==> src/rtl/com_to_in.sv <==
// ----------------------------------------------------------------------------
// com_to_in : oversampling serial receiver.
//
// Decodes frames of the form: start bit (0), eight data bits LSB first,
// an even-parity bit and a stop bit (1). The line idles high. The `rx`
// line is resynchronised, sampled at mid-bit on the `enable` tick strobe,
// and every completed frame is delivered with a one-clock `isReady` pulse.
// Errored frames are still delivered, with parityErr/frameErr flagged.
//
// Ports:
//   clk        in   clock, all registers update on its rising edge
//   resetN     in   asynchronous active-low reset
//   enable     in   one-clk sample tick at OVERSAMPLE x bit rate
//   rx         in   asynchronous serial line
//   data       out  [7:0] last received byte, held until the next frame
//   isReady    out  one-clk pulse: data/parityErr/frameErr just updated
//   parityErr  out  last frame failed the even-parity check
//   frameErr   out  last frame's stop bit sampled 0
//
// Handshake: isReady is a pure valid strobe with no ready back-pressure;
// data, parityErr and frameErr change only on the edge that raises it.
// ----------------------------------------------------------------------------
module com_to_in #(
  parameter int OVERSAMPLE = 16
) (
  input  logic       clk,
  input  logic       resetN,
  input  logic       enable,
  input  logic       rx,
  output logic [7:0] data,
  output logic       isReady,
  output logic       parityErr,
  output logic       frameErr
);

  if ((OVERSAMPLE < 4) || ((OVERSAMPLE % 2) != 0)) begin : g_bad_oversample
    $error("com_to_in: OVERSAMPLE must be even and at least 4");
  end

  localparam int CNT_W = $clog2(OVERSAMPLE);

  // Counter value seen on the start-bit check tick: IDLE already counted
  // tick 1 by loading 1, so tick OVERSAMPLE/2 arrives with OVERSAMPLE/2-1.
  localparam logic [CNT_W-1:0] HALF_M1 = CNT_W'(OVERSAMPLE / 2 - 1);
  localparam logic [CNT_W-1:0] LAST    = CNT_W'(OVERSAMPLE - 1);
  localparam logic [CNT_W-1:0] ONE     = CNT_W'(1);

  typedef enum logic [2:0] {
    IDLE   = 3'd0,
    START  = 3'd1,
    DATA   = 3'd2,
    PARITY = 3'd3,
    STOP   = 3'd4,
    BREAK  = 3'd5
  } state_t;

  // Two-flop synchroniser; both flops reset high to match an idle line.
  logic sync1_q;
  logic rx_s_q;

  always_ff @(posedge clk or negedge resetN) begin
    if (!resetN) begin
      sync1_q <= 1'b1;
      rx_s_q  <= 1'b1;
    end else begin
      sync1_q <= rx;
      rx_s_q  <= sync1_q;
    end
  end

  state_t           state_q;
  logic [CNT_W-1:0] cnt_q;
  logic [2:0]       bit_q;
  logic [7:0]       shift_q;
  logic             par_q;
  logic [7:0]       data_q;
  logic             ready_q;
  logic             perr_q;
  logic             ferr_q;

  always_ff @(posedge clk or negedge resetN) begin
    if (!resetN) begin
      state_q <= IDLE;
      cnt_q   <= '0;
      bit_q   <= 3'd0;
      shift_q <= 8'h00;
      par_q   <= 1'b0;
      data_q  <= 8'h00;
      ready_q <= 1'b0;
      perr_q  <= 1'b0;
      ferr_q  <= 1'b0;
    end else begin
      // The strobe lasts one clk whether or not the next cycle is a tick.
      ready_q <= 1'b0;
      if (enable) begin
        case (state_q)
          IDLE: begin
            if (!rx_s_q) begin
              state_q <= START;
              cnt_q   <= ONE;
            end
          end

          START: begin
            if (cnt_q == HALF_M1) begin
              cnt_q <= '0;
              bit_q <= 3'd0;
              // A high line at mid start bit was a glitch, not a frame.
              state_q <= rx_s_q ? IDLE : DATA;
            end else begin
              cnt_q <= cnt_q + ONE;
            end
          end

          DATA: begin
            if (cnt_q == LAST) begin
              cnt_q          <= '0;
              shift_q[bit_q] <= rx_s_q;
              bit_q          <= bit_q + 3'd1;
              if (bit_q == 3'd7) begin
                state_q <= PARITY;
              end
            end else begin
              cnt_q <= cnt_q + ONE;
            end
          end

          PARITY: begin
            if (cnt_q == LAST) begin
              cnt_q   <= '0;
              par_q   <= rx_s_q;
              state_q <= STOP;
            end else begin
              cnt_q <= cnt_q + ONE;
            end
          end

          STOP: begin
            if (cnt_q == LAST) begin
              cnt_q   <= '0;
              data_q  <= shift_q;
              perr_q  <= (^shift_q) ^ par_q;
              ferr_q  <= ~rx_s_q;
              ready_q <= 1'b1;
              // Leaving via BREAK keeps a held-low line from looking like
              // a stream of back-to-back start bits.
              state_q <= rx_s_q ? IDLE : BREAK;
            end else begin
              cnt_q <= cnt_q + ONE;
            end
          end

          BREAK: begin
            if (rx_s_q) begin
              state_q <= IDLE;
            end
          end

          default: begin
            state_q <= IDLE;
            cnt_q   <= '0;
          end
        endcase
      end
    end
  end

  assign data      = data_q;
  assign isReady   = ready_q;
  assign parityErr = perr_q;
  assign frameErr  = ferr_q;

endmodule

==> config.mk <==
export PLATFORM = sky130hd
export DESIGN_NAME = com_to_in
export DESIGN_NICKNAME = d
export VERILOG_FILES = /design/src/rtl/com_to_in.sv
export SDC_FILE = /design/constraint.sdc
export NUM_CORES = 1
export LEC_CHECK = 0
export CAP_MARGIN = 40
export CELL_PAD_IN_SITES_DETAIL_PLACEMENT = 1
export CELL_PAD_IN_SITES_GLOBAL_PLACEMENT = 1
export CORE_ASPECT_RATIO = 0.7
export CORE_MARGIN = 2
export CORE_UTILIZATION = 41
export DETAILED_ROUTE_END_ITERATION = 10
export PLACE_DENSITY_LB_ADDON = 0.1
export SLEW_MARGIN = 20
export SYNTH_ARGS = -nofsm -noshare
export SYNTH_HDL_FRONTEND = slang
export SYNTH_SLANG_ARGS = --single-unit
==> constraint.sdc <==
create_clock -name clk -period 1.9 [get_ports clk]
set_clock_uncertainty 0.15 [all_clocks]
set_input_delay 0.285 -clock clk [delete_from_list [all_inputs] [get_ports clk]]
set_output_delay 0.285 -clock clk [all_outputs]
set_load 0.02 [all_outputs]
# Word-level counts from Yosys, hierarchy flattened
# Index checks and enable logic that the tools add are counted.
[totals] register_bits=32 output_inout_bits=11
[classes] n_addsub=2 order_cmp=2 eq_ne=15 muxes=23 bitwise_logic=3 reduce_logical=11
[ops] op="2-to-1 mux 3 bit" n=10
[ops] op="one-hot mux 3 bit (6 select lines)" n=1
[ops] op="one-hot mux 4 bit (4 select lines)" n=1
[ops] op="!= test 2 bit, second input constant" n=7
[ops] op="2-to-1 mux 4 bit" n=3
[ops] op="AND reduction 3 bit" n=4
[ops] op="== test 3 bit, second input constant" n=3
[ops] op="bitwise mux 8 bit" n=1
[ops] op="AND reduction 8 bit" n=1
[ops] op="parity 8 bit" n=1
[ops] op="== test 3 x 2 -> 1 bit, second input constant" n=2
[ops] op="one-hot mux 3 bit (2 select lines)" n=1
[ops] op="adder 4 x 1 -> 4 bit, second input constant" n=1
[ops] op="== test 4 x 3 -> 1 bit, second input constant" n=1
[ops] op="== test 4 bit, second input constant" n=1
[ops] op="less-than comparator 3 x 4 -> 1 bit, second input constant" n=1
[ops] op="2-to-1 mux 1 bit" n=4
[ops] op="AND reduction 4 bit" n=1
[ops] op="adder 3 x 1 -> 3 bit, second input constant" n=1
[ops] op="demux 1 bit (select 3 bit)" n=1
[ops] op="== test 3 x 1 -> 1 bit, second input constant" n=1
[ops] op=">= comparator 3 x 1 -> 1 bit, second input constant" n=1
[ops] op="zero test 3 bit" n=1
[ops] op="OR reduction 3 bit" n=1
[ops] op="other kinds (5)" n=6

# Longest topological paths before layout
# Gate-level depths: netlist (run 1).
[depth] ltp_word=5 ltp_mapped=6 depth_no_buf=5

# Least setup slack after synthesis (run 1)
# Ideal clock, no wire load.
[synth_timing] path_type="register -> register" start="reg cnt_q[0]" end="reg data_q[2] (netlist: data[2])" setup_ps=125 arrival_time_ps=1553 required_time_ps=1625 setup_slack_ps=72 path_stages_with_launch=6 path_buffers=1 period_less_slack_ps=1828 path_cell_list="dfrtp_1 ha_1 and4_1 nand3_1 buf_2 mux2_2"
[synth_via] elab_chain_len=2
[synth_lines] element="from (decl)" line="72" source="logic [CNT_W-1:0] cnt_q;"
[synth_lines] element="from (signal assigned)" line="111" source="cnt_q <= cnt_q + ONE;"
[synth_lines] element="from (signal assigned)" line="124" source="cnt_q <= cnt_q + ONE;"
[synth_lines] element="from (signal assigned)" line="134" source="cnt_q <= cnt_q + ONE;"
[synth_lines] element="== test 4 bit" line="139" source="if (cnt_q == LAST) begin"
[synth_lines] element="AND reduction 3 bit (no source line)"
[synth_lines] element="to (signal assigned)" line="141" source="data_q <= shift_q;"
[synth_lines] element="to (decl)" line="76" source="logic [7:0] data_q;"
# No other way between the ends.
# A chain may end at the register's enable or synchronous reset.

# Worst setup path after layout (run 1)
[layout_timing] start="reg cnt_q[3]" end="reg state_q[0]"
[layout_via] elab_chain_len=3 word_cells_on_any_way=7
[layout_lines] element="== test 4 bit / == test 4 x 3 -> 1 bit (equally long branches)"
[layout_lines] element="!= test 2 bit (no source line)"
[layout_lines] element="AND reduction 8 bit (no source line) (*)"
[layout_lines] element="to (signal assigned)" line="109" source="state_q <= rx_s_q ? IDLE : DATA;"
[layout_lines] element="to (signal assigned)" line="147" source="state_q <= rx_s_q ? IDLE : BREAK;"
[layout_lines] element="to (decl)" line="71" source="state_t state_q;"
# Every way passes the cells marked *; elsewhere a longest branch is shown, timed or not.

==> results of run 1 <==
[repair_timing]
| item | CTS | global route |
|---|---|---|
| gates resized for setup | 0 | 9 |
| buffers inserted | 0 | 1 |
| hold buffers | 0 | 0 |
| setup endpoints to repair | 0 | 18 |
[cells by family (layout without fill, tap and decap cells)]
group	Yosys count	after routing	share of synthesized area, %
and+or+nand+nor	35	35	14.07
DFF	32	32	48.82
AOI/OAI and AO/OA	24	24	12.17
muxes	18	18	12.55
xor gates and xnor gates	11	11	6.692
buffers and inverters	11	47	3.422
adders and majority gates	3	3	2.282
[worst max-delay path: stages, from the launching register on]
cell	delay, ps
dfrtp_2	450
or3_4	410
a21oi_4	210
o21a_1	180
mux2_2	330
[cells in the mapped netlist, types with 2 or more instances]
cell      number  area share, %
dfrtp_1       30             46
mux2_2        16             11
nand2_1        7            1.6
nand3_1        7            2.1
xnor2_1        7            3.7
inv_1          4           0.91
nor4_1         4            1.5
o21ai_0        4            1.2
a21oi_1        3           0.91
buf_2          3           0.91
ha_1           3            2.3
xor2_1         3            1.6
a21bo_2        2            1.2
a21o_1         2           0.91
clkbuf_1       2           0.46
dfstp_2        2            3.2
nand3b_1       2           0.91
o221ai_1       2            1.1
[path summary, 6_finish.rpt]
path                       startpoint    endpoint  cells after the start  slack [ps]
setup / recovery             cnt_q[3]  state_q[0]                      4          50
hold / removal                sync1_q      rx_s_q                      0         210
setup reg to reg             cnt_q[3]  state_q[0]                      4          50
hold reg to reg               sync1_q      rx_s_q                      0         210
max in group asynchronous      resetN  state_q[2]                      2        1010
min in group asynchronous      resetN    cnt_q[0]                      2         270
[routing by layer]
metal  vias to the layer above  global-route usage, %  part of all wire [%]
met4                         0                  4.187                  0.73
met5                         -                      0                     0
met2                        14                  30.01                    48
li1                        554                      -                     -
met1                       609                  25.85                    49
met3                         4                  5.538                   2.8
[where the power goes]
part	total, mW	switching, mW	internal, mW
logic	0.712	0.340	0.372
registers	0.896	0.130	0.766
clock network	0.629	0.240	0.389
total	2.24	0.711	1.53
[through the flow]
stage / area (um2) / utilization [%] / hold WS, ps
3_3_place_gp: 1952 / 50.37 / 198.5
5_1_grt: 2098 / 54.15 / 215.5
3_5_place_dp: 1952 / 50.37 / 200.1
2_1_floorplan: 1645 / - / -160.6
4_1_cts: 2059 / 53.15 / 210.1
6_report: 2098 / 54.15 / 208.6
[area by class of cell]
class                           instances  area (um2)
Fill cell                             407        1777
Tap cell                               52       65.06
Clock inverter                          2       35.03
Timing Repair Buffer                   35       299.0
Sequential cell                        32       808.3
Inverter                                4       15.01
Multi-Input combinational cell         91       803.3
Clock buffer                            6       72.57
[sequential cells by signal (all words and copies together), names as in the netlist]
signal	count
state_q	3
frameErr	1
isReady	1
data	8
rx_s_q	1
sync1_q	1
bit_q	3
shift_q	8
par_q	1
cnt_q	4
parityErr	1
==> flow_summary_export.csv, run 1 <==
group,metric,value,unit
critical_path,critPathArrivalTime,1860,ps
final_layout,layout_common_cells,"dfrtp_1, buf_4, mux2_2, clkdlybuf4s50_1",
global_route,gr-total-overflow,0,
job,drv_cap,0,
critical_path,worstSetupEndpointType,"flop",
route,routed_via_density,5.320,
final_layout,num_antenna_cells,0,
die,start_util,42.46,%
synth,ys_seq_area_share,48.82,%
global_route,grt_usage,18.85,%
route,routed_wl,3845,um
timing,fin_crit_sh,97.34,%
place,hpwl,2750,um
status,status,"finished clean",
global_route,grt_pass1_vias,1289,
timing,setup_viol,0,
critical_path,critPathLaunchType,"flop",
synth,syn_inst,134,
synth,synth_fp_nets,141,
timing,worst_pin_slew,404.7,ps
global_route,antenna_found_initial,0,
route,wl_per_cell,17.32,um
pwr,p_per_area,1066,nW/um2
route,first_pass_iters,4,
die,die-area,4544,um2
timing,finalHoldViolations,0,
place,place.gp.congestion,0.7743,
final_layout,fin_cells,222,
die,ios,15,
clocking,cts_buffers,5,
final_layout,final_layout_size_suffix_gt1_share,38.82,%
synth,syn_area,1645,um2
route,final_antenna_net_count,0,
global_route,grt_max_degree,33,
pwr,power.leakage,0.9471,nW
place,io_buffers,14,
pwr,power,2.237,mW
final_layout,nets,176,
timing,slew_headroom,73.02,%
global_route,grt_pass1_wl,6430,um
pwr,ir_drop,503.2,uV
critical_path,critical_path.max_fanout,6,
die,fp.coreArea,3875,um2
place,pre_cts_ws,-174.1,ps
critical_path,crit_type,"flop to flop",
timing,setup_ws,50.61,ps
final_layout,layout_commonest_cell,"dfrtp_1",
synth,synth.distinct_cells,49,
timing,rsz0062_at_grt,"true",
synth,synth_seq_cells,32,
critical_path,critPathRequiredTime,1910,ps
synth,synth-async-reset-ratio,100.0,%
synth,synth-edff-count,0,
final_layout,synthToLayoutAreaGrowth,27.53,%
synth,ys.flop_type,"dfrtp_1",
clocking,htree_num_levels,2,
die,row_count,19,
min_path,worstHoldPathType,"flop to flop",
route,drc,0,
clocking,worstSkewPairLatency,270,ps
die,die_w,79.72,um
die,die_h,57,um
synth,syn_avg_cell_area,12.28,um2
timing,drv_slew,0,
timing,fin_crit,1849,ps
place,dp_cells,212,
timing,setup_tns,0,ps
clocking,clkTransAtPathRegs,60,ps
timing,fmax,0.5407,GHz
clocking,cts-root-buf,"clkbuf_8",
clocking,clockBufferDepth,2,
clocking,clkSinkCount,32,
synth,yosys_warnings,0,
route,drt_iter0_markers,45,
route,num_vias,1181,
clocking,tritoncts,"built",
Note: power is estimated with default switching activity, not from simulation.
==> run 2: changes to the inputs <==
--- a/config.mk
+++ b/config.mk
@@ -10,7 +10,7 @@
 export CELL_PAD_IN_SITES_GLOBAL_PLACEMENT = 1
 export CORE_ASPECT_RATIO = 0.7
 export CORE_MARGIN = 2
-export CORE_UTILIZATION = 41
+export CORE_UTILIZATION = 25
 export DETAILED_ROUTE_END_ITERATION = 10
 export PLACE_DENSITY_LB_ADDON = 0.1
 export SLEW_MARGIN = 20
==> flow_summary_export.csv, run 2 (same netlist as run 1, synthesis figures left out) <==
group,metric,value,unit
place,dpl-instance-area,2017,um2
timing,fin_crit,1852,ps
pwr,clockPowerShare,28.8,%
timing,worst_pin_slew,442.2,ps
clocking,tritoncts,"built",
global_route,grt_pass1_vias,1273,
pwr,p_int,1.535,mW
timing,slew_headroom,70.43,%
critical_path,critPathMaxStageDelay,470,ps
pwr,ir_drop,251.6,uV
final_layout,final_layout_size_suffix_gt1_share,38.46,%
route,final_antenna_net_count,0,
timing,setup_tns,0,ps
clocking,clockBufferDepth,2,
timing,fin_crit_sh,97.49,%
die,ios,15,
timing,drv_slew,0,
pwr,power_frac_seq,39.3,%
clocking,cts-root-buf,"clkbuf_8",
timing,setup_viol,0,
global_route,gr-total-overflow,0,
final_layout,multi_input_area,810.8,um2
final_layout,layout_commonest_cell,"dfrtp_1",
pwr,p_per_area,1058,nW/um2
clocking,htree_num_levels,2,
die,die-area,7257,um2
clocking,clkTransAtPathRegs,70,ps
final_layout,final_area,2156,um2
critical_path,worstSetupEndpointType,"flop",
clocking,clkSinkCount,32,
pwr,power_frac_comb,31.8,%
final_layout,synthToLayoutAreaGrowth,31.03,%
die,start_util,26.09,%
critical_path,worstRegToRegCells,4,
die,fp.coreArea,6306,um2
timing,fmax,0.5398,GHz
min_path,worstHoldPathType,"primary input to async pin",
final_layout,layout_common_cells,"dfrtp_1, buf_4, mux2_2, clkdlybuf4s50_1",
final_layout,num_antenna_cells,0,
critical_path,critPathLaunchType,"flop",
route,wl_per_cell,16.13,um
critical_path,path_buf_inv,0,
critical_path,rrSetupSlack,50,ps
clocking,cts_buffers,5,
pwr,power,2.281,mW
final_layout,nets,175,
final_layout,layout.area.seq,805.8,um2
route,routed_wl,3984,um
route,routed_via_density,4.761,
critical_path,critPathRequiredTime,1920,ps
critical_path,path_cells,"or3_4, a21oi_4, o21a_1, mux2_2",
critical_path,r2r_end,"state_q[0]",
global_route,antenna_found_initial,0,
critical_path,critPathArrivalTime,1880,ps
pwr,power_switching,745.1,uW
critical_path,rr_startpoint,"cnt_q[3]",
global_route,grt_max_degree,26,
timing,finalHoldViolations,0,
place,pre_cts_ws,-179.9,ps
global_route,grt_pass1_wl,6727,um
route,drt_iter0_markers,24,
place,hpwl,2904,um
die,die_w,101.0,um
place,place.gp.congestion,0.7869,
critical_path,critical_path.max_fanout,5,
route,first_pass_iters,4,
global_route,grt_usage,12.41,%
route,drc,0,
timing,rsz0062_at_grt,"true",
status,status,"finished clean",
die,row_count,24,
clocking,worstSkewPairLatency,290,ps
die,die_h,71.88,um
route,num_vias,1176,
critical_path,cpMaxStageDelayCell,"dfrtp_1",
job,drv_cap,0,
clocking,cts_hold_buf,0,
place,io_buffers,14,
critical_path,crit_type,"flop to flop",
critical_path,critPathTopFamily,"flip-flops",
pwr,sw_frac_of_total,32.67,%
timing,setup_ws,47.62,ps
final_layout,nFillCells,687,
pwr,power.leakage,0.9606,nW
[run 2: how the worst max path moves through the flow]
stage	start	endpoint	slack (ps)	depth (start not counted)
after global routing	cnt_q[0]	shift_q[1]	-40	5
after CTS	state_q[1]	shift_q[7]	20	5
final	cnt_q[3]	state_q[0]	50	4
after global placement	enable	shift_q[7]	-140	6
after floorplan	cnt_q[0]	data[2]	70	5
after detailed placement	enable	shift_q[0]	-180	5
[run 2: final cells by class]
cell class	instances	share of cell area, %
sequential	32	37.38
clock inverter	3	1.973
inverter	4	0.6965
timing repair buffer	34	14.63
clock buffer	5	3.192
tap	78	4.527
multi-input combinational	91	37.61
[run 2: through the flow]
stage	util (%)	instances	hold slack (ps)
floorplan	-	134	-160.6
global placement	31.98	239	197.0
detailed placement	31.98	239	201.0
CTS	33.85	247	163.6
global route	34.19	247	179.7
finish	34.19	247	155.4
[run 2: routing by layer]
layer / routed length, um / share of wire (%) / GRT usage [%] / vias up
met5: 0 / 0 / 0 / -
li1: - / - / - / 553
met3: 118 / 3.0 / 3.317 / 8
met4: 57 / 1.4 / 4.505 / 0
met1: 2024 / 51 / 18.26 / 598
met2: 1784 / 45 / 17.41 / 17
[run 2: what timing repair did]
action                                  CTS  global route
setup buffers                             0             0
gates resized for setup                   2             5
endpoints found under the setup margin    4            20
pin swaps                                 0             1
[run 2: power by group through the flow]
| stage | Clock [mW] | Combinational, mW | Sequential, mW |
|---|---|---|---|
| global route | 0.718 | 0.808 | 0.915 |
| CTS | 0.683 | 0.726 | 0.888 |
| detailed placement | 0 | 0.715 | 0.899 |
| floorplan | 0 | 0.435 | 0.858 |
| finish | 0.658 | 0.726 | 0.897 |
| global placement | 0 | 0.688 | 0.896 |
